`src/rtl/alu_rs_pkg.sv`:
```
// Shared widths and the reservation-station entry layout for the ALU issue scheduler.
package alu_rs_pkg;

    localparam int ROB_IDX_W           = 4;
    localparam int DATA_W              = 32;
    localparam int OP_W                = 6;
    localparam int DEFAULT_NUM_ENTRIES = 4;
    localparam int STALL_CNT_W         = 32;

    typedef struct packed {
        logic                 valid;
        logic [OP_W-1:0]      op;
        logic                 a_rdy;
        logic [ROB_IDX_W-1:0] a_tag;
        logic [DATA_W-1:0]    a_val;
        logic                 b_rdy;
        logic [ROB_IDX_W-1:0] b_tag;
        logic [DATA_W-1:0]    b_val;
        logic [DATA_W-1:0]    imm;
        logic [DATA_W-1:0]    pc;
        logic [ROB_IDX_W-1:0] dest;
    } alu_rs_entry_t;

endpackage

```
`src/rtl/rr_picker.sv`:
```
// Round-robin priority picker: grants the first requester at or after ptr, wrapping around.
module rr_picker #(
    parameter int N     = 4,
    parameter int IDX_W = $clog2(N)
) (
    input  logic [N-1:0]     req,
    input  logic [IDX_W-1:0] ptr,
    output logic [N-1:0]     grant,
    output logic [IDX_W-1:0] grant_idx,
    output logic             any
);

    logic [IDX_W-1:0] idx;
    logic             found;

    // NOTE: every variable written here gets a default first, so no path can infer a latch.
    always_comb begin
        grant     = '0;
        grant_idx = '0;
        found     = 1'b0;
        idx       = '0;
        for (int i = 0; i < N; i++) begin
            idx = ptr + IDX_W'(i);
            if (!found && req[idx]) begin
                found       = 1'b1;
                grant_idx   = idx;
                grant[idx]  = 1'b1;
            end
        end
    end

    assign any = |req;

endmodule

```
`src/rtl/alu_rs_issue_scheduler.sv`:
```
// Integer ALU reservation station: dispatch into free entries, CDB wakeup, round-robin issue.
// Optional: define ALU_RS_STALL_CNT_EN to add saturating issue/dispatch stall counters.
module alu_rs_issue_scheduler
    import alu_rs_pkg::*;
#(
    parameter int NUM_ENTRIES = DEFAULT_NUM_ENTRIES
) (
    input  logic                 clk,
    input  logic                 rst_n,
    input  logic                 flush,
    input  logic                 disp_valid,
    output logic                 disp_ready,
    input  logic [OP_W-1:0]      disp_op,
    input  logic                 disp_a_rdy,
    input  logic                 disp_b_rdy,
    input  logic [ROB_IDX_W-1:0] disp_a_tag,
    input  logic [ROB_IDX_W-1:0] disp_b_tag,
    input  logic [DATA_W-1:0]    disp_a_data,
    input  logic [DATA_W-1:0]    disp_b_data,
    input  logic [DATA_W-1:0]    disp_imm,
    input  logic [DATA_W-1:0]    disp_pc,
    input  logic [ROB_IDX_W-1:0] disp_dest_rob,
    input  logic                 cdb_valid,
    input  logic [ROB_IDX_W-1:0] cdb_rob_index,
    input  logic [DATA_W-1:0]    cdb_data,
    output logic                 iss_valid,
    input  logic                 iss_ready,
    output logic [OP_W-1:0]      iss_op,
    output logic [DATA_W-1:0]    iss_a,
    output logic [DATA_W-1:0]    iss_b,
    output logic [DATA_W-1:0]    iss_imm,
    output logic [DATA_W-1:0]    iss_pc,
    output logic [ROB_IDX_W-1:0] iss_dest_rob
`ifdef ALU_RS_STALL_CNT_EN
    ,
    output logic [STALL_CNT_W-1:0] stall_iss_cnt,
    output logic [STALL_CNT_W-1:0] stall_disp_cnt
`endif
);

    localparam int IDX_W = $clog2(NUM_ENTRIES);

    alu_rs_entry_t          entries_q [NUM_ENTRIES];
    alu_rs_entry_t          entries_d [NUM_ENTRIES];
    logic [IDX_W-1:0]       rr_ptr_q, rr_ptr_d;
    logic [NUM_ENTRIES-1:0] eligible;
    logic [NUM_ENTRIES-1:0] grant;
    logic [IDX_W-1:0]       sel_idx;
    logic [IDX_W-1:0]       free_idx;
    logic [IDX_W-1:0]       out_idx;
    logic                   any_eligible;
    logic                   issue_fire;
    logic                   disp_fire;
    alu_rs_entry_t          disp_entry;

    // Free-slot search and eligibility look only at registered state.
    always_comb begin
        eligible   = '0;
        free_idx   = '0;
        disp_ready = 1'b0;
        for (int i = NUM_ENTRIES - 1; i >= 0; i--) begin
            eligible[i] = entries_q[i].valid && entries_q[i].a_rdy && entries_q[i].b_rdy;
            if (!entries_q[i].valid) begin
                free_idx   = IDX_W'(i);
                disp_ready = 1'b1;
            end
        end
    end

    rr_picker #(
        .N     (NUM_ENTRIES),
        .IDX_W (IDX_W)
    ) u_picker (
        .req       (eligible),
        .ptr       (rr_ptr_q),
        .grant     (grant),
        .grant_idx (sel_idx),
        .any       (any_eligible)
    );

    assign issue_fire = any_eligible && iss_ready;
    assign disp_fire  = disp_valid && disp_ready;

    // A not-ready operand whose producer broadcasts this very cycle is captured ready.
    always_comb begin
        disp_entry       = '0;
        disp_entry.valid = 1'b1;
        disp_entry.op    = disp_op;
        disp_entry.a_rdy = disp_a_rdy || (cdb_valid && cdb_rob_index == disp_a_tag);
        disp_entry.a_tag = disp_a_tag;
        disp_entry.a_val = disp_a_rdy ? disp_a_data : cdb_data;
        disp_entry.b_rdy = disp_b_rdy || (cdb_valid && cdb_rob_index == disp_b_tag);
        disp_entry.b_tag = disp_b_tag;
        disp_entry.b_val = disp_b_rdy ? disp_b_data : cdb_data;
        disp_entry.imm   = disp_imm;
        disp_entry.pc    = disp_pc;
        disp_entry.dest  = disp_dest_rob;
    end

    always_comb begin
        entries_d = entries_q;
        rr_ptr_d  = rr_ptr_q;
        for (int i = 0; i < NUM_ENTRIES; i++) begin
            if (entries_q[i].valid && cdb_valid) begin
                if (!entries_q[i].a_rdy && entries_q[i].a_tag == cdb_rob_index) begin
                    entries_d[i].a_rdy = 1'b1;
                    entries_d[i].a_val = cdb_data;
                end
                if (!entries_q[i].b_rdy && entries_q[i].b_tag == cdb_rob_index) begin
                    entries_d[i].b_rdy = 1'b1;
                    entries_d[i].b_val = cdb_data;
                end
            end
            if (issue_fire && grant[i]) begin
                entries_d[i].valid = 1'b0;
            end
        end
        if (issue_fire) begin
            rr_ptr_d = sel_idx + IDX_W'(1);
        end
        // The free slot comes from current state, so it never collides with the issuing entry.
        if (disp_fire) begin
            entries_d[free_idx] = disp_entry;
        end
        if (flush) begin
            for (int i = 0; i < NUM_ENTRIES; i++) begin
                entries_d[i].valid = 1'b0;
            end
            rr_ptr_d = rr_ptr_q;
        end
    end

    // NOTE: the entry array is reset in full, not just the valid bits, so iss_* read zero after reset.
    always_ff @(posedge clk) begin
        if (!rst_n) begin
            for (int i = 0; i < NUM_ENTRIES; i++) begin
                entries_q[i] <= '0;
            end
            rr_ptr_q <= '0;
        end else begin
            entries_q <= entries_d;
            rr_ptr_q  <= rr_ptr_d;
        end
    end

    assign out_idx      = any_eligible ? sel_idx : rr_ptr_q;
    assign iss_valid    = any_eligible;
    assign iss_op       = entries_q[out_idx].op;
    assign iss_a        = entries_q[out_idx].a_val;
    assign iss_b        = entries_q[out_idx].b_val;
    assign iss_imm      = entries_q[out_idx].imm;
    assign iss_pc       = entries_q[out_idx].pc;
    assign iss_dest_rob = entries_q[out_idx].dest;

`ifdef ALU_RS_STALL_CNT_EN
    logic [STALL_CNT_W-1:0] stall_iss_cnt_q, stall_iss_cnt_d;
    logic [STALL_CNT_W-1:0] stall_disp_cnt_q, stall_disp_cnt_d;

    always_comb begin
        stall_iss_cnt_d  = stall_iss_cnt_q;
        stall_disp_cnt_d = stall_disp_cnt_q;
        if (iss_valid && !iss_ready && stall_iss_cnt_q != '1) begin
            stall_iss_cnt_d = stall_iss_cnt_q + STALL_CNT_W'(1);
        end
        if (disp_valid && !disp_ready && stall_disp_cnt_q != '1) begin
            stall_disp_cnt_d = stall_disp_cnt_q + STALL_CNT_W'(1);
        end
    end

    always_ff @(posedge clk) begin
        if (!rst_n) begin
            stall_iss_cnt_q  <= '0;
            stall_disp_cnt_q <= '0;
        end else begin
            stall_iss_cnt_q  <= stall_iss_cnt_d;
            stall_disp_cnt_q <= stall_disp_cnt_d;
        end
    end

    assign stall_iss_cnt  = stall_iss_cnt_q;
    assign stall_disp_cnt = stall_disp_cnt_q;
`endif

endmodule

```
`config.mk`:
```
export PLATFORM = sky130hd
export DESIGN_NAME = alu_rs_issue_scheduler
export DESIGN_NICKNAME = d
export VERILOG_FILES = /design/src/rtl/alu_rs_pkg.sv /design/src/rtl/rr_picker.sv /design/src/rtl/alu_rs_issue_scheduler.sv
export SDC_FILE = /design/constraint.sdc
export NUM_CORES = 2
export LEC_CHECK = 0
export ABC_AREA = 1
export CORE_AREA = 2 2 240 242
export CTS_CLUSTER_DIAMETER = 50
export DETAILED_ROUTE_END_ITERATION = 12
export DIE_AREA = 0 0 242 244
export GPL_TIMING_DRIVEN = 0
export PLACE_DENSITY = 0.74
export SYNTH_ARGS = -nofsm -noshare
export SYNTH_HDL_FRONTEND = slang
export SYNTH_HIERARCHICAL = 1
export SYNTH_SLANG_ARGS = --single-unit
```
`constraint.sdc`:
```
create_clock -name clk -period 7.9 [get_ports clk]
set_clock_uncertainty 0.15 [all_clocks]
set_input_delay 2.37 -clock clk [delete_from_list [all_inputs] [get_ports clk]]
set_output_delay 2.37 -clock clk [all_outputs]
set_load 0.1 [all_outputs]
```
======== Yosys cells after proc, flatten, opt, wreduce, memory -nomap -nowiden ========
Index checks and enable logic that the tools add are counted.
word-level totals
  logic and storage cells ................. 206
  flip-flop bits (word level) ............. 598
  input port bits ......................... 190
cells by class
  bitwise logic cells ..................... 7
  equal/unequal tests ..................... 10
  muxes and demuxes ....................... 77
  reductions and logical operators ........ 52
  add/subtract/negate cells ............... 4
  $lt $le $gt $ge ......................... 11
operators with widths
  kind                                                               number
  bitwise mux 596 bit                                                1
  2-to-1 mux 596 bit                                                 1
  2-to-1 mux 32 bit                                                  14
  binary-select mux 149 bit (select 2 bit)                           1
  demux 149 bit (select 2 bit)                                       1
  2-to-1 mux 148 bit                                                 2
  2-to-1 mux 149 bit                                                 1
  2-to-1 mux 33 bit                                                  4
  equality test 4 bit                                                10
  logical AND 1 bit                                                  36
  2-to-1 mux 1 bit                                                   31
  2-to-1 mux 2 bit                                                   9
  2-to-1 mux 4 bit                                                   4
  < comparator 2 x 3 -> 1 bit, second input constant                 4
  OR 4 bit                                                           3
  zero test 1 bit                                                    11
  binary-select mux 1 bit (select 2 bit)                             4
  demux 1 bit (select 2 bit)                                         4
  greater-or-equal comparator 2 x 1 -> 1 bit, second input constant  4
  greater-or-equal comparator 3 bit, second input constant           2
  NOT 2 -> 3 bit                                                     2
  adder 2 x 1 -> 2 bit, second input constant                        2
  adder 2 bit, second input constant                                 2
  OR reduction 4 bit                                                 1
  5 further kinds                                                    7

======== Longest topological paths before layout ========
  word-level depth ........................ 19
  mapped depth ............................ 19
  gate-level depth less buffers ........... 16

======== Modules after synthesis ========
The synthesis kept the hierarchy.
modules (own cells, without submodules)
  module                  area each (um2)  sequential area each (um2)  cells each  instances
  alu_rs_issue_scheduler  30,204.0         11,971.5                    4,513       1
  rr_picker               445.4            0.0                         74          1

======== Worst setup path before layout ========
OpenSTA, ideal clock, no wires.
  path kind ............................... register to output
  start point ............................. register entries_q[588] in the netlist's numbering
  end point ............................... output iss_a[0]
  setup slack ............................. 0.763 ns
  stages on the path, launching flop included .. 14
  path buffers ............................ 4
  data arrival time ....................... 4.617 ns
  path through ............................ dfxtp_1 > clkinv_1 > clkbuf_1 > nor3_1 > inv_1 > nand4_1 > buf_2 > nand2_1 > o21ai_2 > inv_2 > buf_2 > buf_2 > nand2_1 > a32oi_1
RTL lines
  what                                      RTL line                       text
  start, declared                           alu_rs_issue_scheduler.sv:43   alu_rs_entry_t entries_q [NUM_ENTRIES];
  start signal, assigned                    alu_rs_issue_scheduler.sv:141  entries_q <= entries_d;
  logical AND 1 bit (2 in series)           alu_rs_issue_scheduler.sv:62   eligible[i] = entries_q[i].valid && entries_q[i].a_rdy && entries_q[i].b_rdy;
  net eligible[0]                           alu_rs_issue_scheduler.sv:46   logic [NUM_ENTRIES-1:0] eligible;
  OR reduction 4 bit                        rr_picker.sv:32                assign any = |req;
  net iss_valid                             alu_rs_issue_scheduler.sv:26   output logic iss_valid,
  2-to-1 mux 2 bit                          alu_rs_issue_scheduler.sv:146  assign out_idx = any_eligible ? sel_idx : rr_ptr_q;
  NOT 2 -> 3 bit (implied by the code)      alu_rs_issue_scheduler.sv:149  assign iss_a = entries_q[out_idx].a_val;
  binary-select mux 149 bit (select 2 bit)  alu_rs_issue_scheduler.sv:149
  2-to-1 mux 148 bit (2 in series)          n/a
  end, declared                             alu_rs_issue_scheduler.sv:29   output logic [DATA_W-1:0] iss_a,
The timed path passes the listed nets, and every way through them passes these cells. The select of a mux whose other input is x is not followed.

======== Worst setup path in the final report ========
  start point ............................. register entries_q[588] in the netlist's numbering
  end point ............................... output iss_a[29]
on the way
  longest elaborated chain between the ends .. 19
RTL lines
  what                                        RTL line                       text
  logical AND 1 bit * (2 in series)           alu_rs_issue_scheduler.sv:62
  net eligible[0]                             alu_rs_issue_scheduler.sv:46
  binary-select mux 1 bit (select 2 bit)      rr_picker.sv:24                if (!found && req[idx]) begin
  2-to-1 mux 1 bit (implied by the code)      rr_picker.sv:24
  2-to-1 mux 1 bit                            rr_picker.sv:24
  zero test 1 bit                             rr_picker.sv:24
  logical AND 1 bit                           rr_picker.sv:24
  2-to-1 mux 1 bit                            rr_picker.sv:24
  [... 3 more ...]                            n/a
  zero test 1 bit                             rr_picker.sv:24
  logical AND 1 bit                           rr_picker.sv:24
  2-to-1 mux 2 bit *                          rr_picker.sv:24
  net sel_idx[0]                              alu_rs_issue_scheduler.sv:48   logic [IDX_W-1:0] sel_idx;
  2-to-1 mux 2 bit *                          alu_rs_issue_scheduler.sv:146
  NOT 2 -> 3 bit (implied by the code) *      alu_rs_issue_scheduler.sv:149
  binary-select mux 149 bit (select 2 bit) *  alu_rs_issue_scheduler.sv:149
  2-to-1 mux 148 bit * (2 in series)          n/a
The timed path passes the listed nets; every way through them passes the cells marked *. The select of a mux whose other input is x is not followed.

==> flow_metrics.tcl <==
set metrics [dict create \
    outcome "finished, final reports clean" \
    worst_pin_slew_ns 1.200 \
    netlist_area_mm2 0.03065 \
    std_cell_rows 87 \
    instances_no_fill 5764 \
    cts_root_buf "clkbuf_16" \
    slowest_delay_ns 0.62 \
    grt_pass1_vias 31291 \
    drt-pass1-iter-count 7 \
    seq_area_frac_synth_pct 39.06 \
    cts_buffers 70 \
    fillCellCount 5429 \
    antenna_left 0 \
    leakage_nw 16.90 \
    slew_violations 0 \
    clock_path_buffers 3 \
    setup.worst_path.start_class "register" \
    synth_top_area_share_pct 39.06 \
    drc 0 \
    async_flop_share_pct 0 \
    synth_seq_cells 598 \
    ir_worst_vdd_mv 0.1878 \
    ys.flop_type "dfxtp_1" \
    initial_core_util_pct 54.57 \
    cts_tree "built" \
    wl_met3_um 15370 \
    yosysMostFrequentCell "nand2_1" \
    synth-edff-count 0 \
    yosysWarnings 6 \
    worstPathRequired_ns 5.38 \
    grt_start_max_net_pins 14 \
    worst_slew_margin_rel_pct 20.02 \
    multi_input_area_mm2 0.01551 \
    yosysTopAreaCell "dfxtp_1" \
    arrival_ns 5.35 \
    hold_path.class "reg2reg" \
    yosys-top-cells-count "1,028 x nand2_1, 631 x nor2_1, 598 x dfxtp_1, 435 x a21oi_1, 413 x nand3_1" \
    ys_types 39 \
    utilization_pct 65.06 \
    core_area_mm2 0.05617 \
    syn_area_per_cell_um2 6.682 \
    wl_um 124200 \
    wl_per_cell_um 21.55 \
    top_layer "met5" \
    portBuffers 292 \
    overflow 0 \
    yosys-top-cells-area "dfxtp_1 39%, nand2_1 13%, nor2_1 7.7%" \
    grtUsageTotal_pct 40.31 \
    fp.dieW_um 242 \
    cts.sinks 598 \
    critPathKind "reg2out" \
    dp_hpwl_um 86090 \
    clk_pin_slew_worst_paths_ns 0.06 \
    vias 34295 \
    via_per_inst 5.950 \
    cts_setup_buffers 0 \
    power.density_mw_per_mm2 213.3 \
    dp_cells 5635 \
    grt_pass1_wl_um 185100 \
    max_freq_mhz 127.1 \
    fin_crit_ns 7.866 \
    r2r_cells 13 \
    seq_area_mm2 0.01197 \
    insertion_delay_ns 0.62 \
    hold_depth 2 \
    pin_count 330 \
    hold_viol 0 \
    synthCells 4587 \
    cp.depth 20 \
    setup_viol 0 \
    critPathMostFrequentCell "nand2_1" \
    met1_length_um 47120 \
    endpoint_kind "primary output" \
    synth_nets 4782 \
    grt_antenna_before_repair 16 \
    cap_violations 0 \
    cp_slowest_cell "clkdlybuf4s15_2" \
    drt_iter0_markers 4366 \
    critPathTopFamily "buffers and inverters" \
    place_ws_ns 0.03832 \
    setup_ws_ns 0.03388 \
    path_cells "clkinv_1, clkbuf_1, nor3_2, inv_1, nand2_2, nand2_1, nand2_1, nand2_2, inv_2, nand3_1, nand3_1, inv_1, nand2_1, o21ai_2, inv_2, buf_2, buf_2, nand2_1, a32oi_1, clkdlybuf4s15_2" \
    routed-wl-met2_um 53780 \
    nets 5146 \
    gp_congestion 0.9842 \
    worstPathMaxFanout 10 \
    drive_gt1_share_pct 10.68 \
    setup_tns_ns 0 \
    area_growth_pct 19.22 \
    finalCritPeriodShare_pct 99.57 \
    dieArea_mm2 0.05905 \
    critPathBufInv 9 \
    cts_htree_levels 3 \
    die_y_um 244 \
]
[worst paths after layout]
kind,slack [ns],end,startpoint
max,0.03,iss_a[29],entries_q[588]
min,0.31,register,register
max reg2reg,4.92,rr_ptr_q[1],entries_q[588]
min reg2reg,0.31,register,register
[logic make-up after synthesis]
kind of cell,after synthesis,share of synthesized area [%]
xor+xnor,15,0.4287
compound gates,918,16.82
flops,598,39.06
simple gates,2250,30.93
fa+ha+maj,5,0.2041
buf+inv,736,10.39
mux,65,2.164
[cell type report]
class,count,share of cell area [%]
inverters,321,3.304
diodes,8,0.05479
plain buffers,415,5.431
multi-input cells,3253,42.45
repair buffers,292,7.102
clock inverters,22,0.7773
flip-flops and latches,598,32.76
clock buffers,99,5.533
well taps,756,2.589
[worst min-delay path, stage by stage (launching register included)]
cell     delay [ns]
dfxtp_1        0.31
inv_1          0.05
a21oi_1        0.05
[power breakdown]
group	total [W]	switching [W]	internal (W)
clock	0.00334	0.00136	0.00198
sequential	0.00316	0.0000487	0.00311
combinational	0.00130	0.000979	0.000316
[placed cells by master (no fill, tap or decap), drive strengths merged, types with 8 or more instances in the layout]
| master | n |
|---|---|
| clkdlybuf4s15 | 54 |
| xor2 | 9 |
| nand4 | 142 |
| nand3 | 419 |
| clkdlybuf4s50 | 154 |
| clkinv | 21 |
| inv | 314 |
| a21oi | 437 |
| a32oi | 138 |
| diode | 8 |
| nand2 | 1037 |
| o21ai | 335 |
| buf | 265 |
| clkbuf | 331 |
| mux2i | 65 |
| nor2 | 647 |
| dfxtp | 598 |
[per-layer routing]
layer  vias up  GRT usage [%]
li1      15905              -
met1     15730          51.32
met2      2217          61.71
met3       425          9.844
met4        18          24.78
met5         -              0
[stage by stage]
| stage | hold slack, ns | cell area, um2 | power (W) |
|---|---|---|---|
| CTS | 0.3093 | 36850 | 0.007760 |
| global placement | 0.2963 | 34520 | 0.004514 |
| finish | 0.3073 | 36540 | 0.007796 |
| global route | 0.3394 | 36520 | 0.007968 |
| detailed placement | 0.3014 | 34520 | 0.004523 |
| floorplan | 0.2863 | 30650 | 0.004089 |
[timing repair]
action	CTS	global route
hold buffers	0	0
gates resized for setup	292	166
hold endpoints to repair	0	0
setup endpoints to repair	138	138
Power figures use the tool's default switching activity.
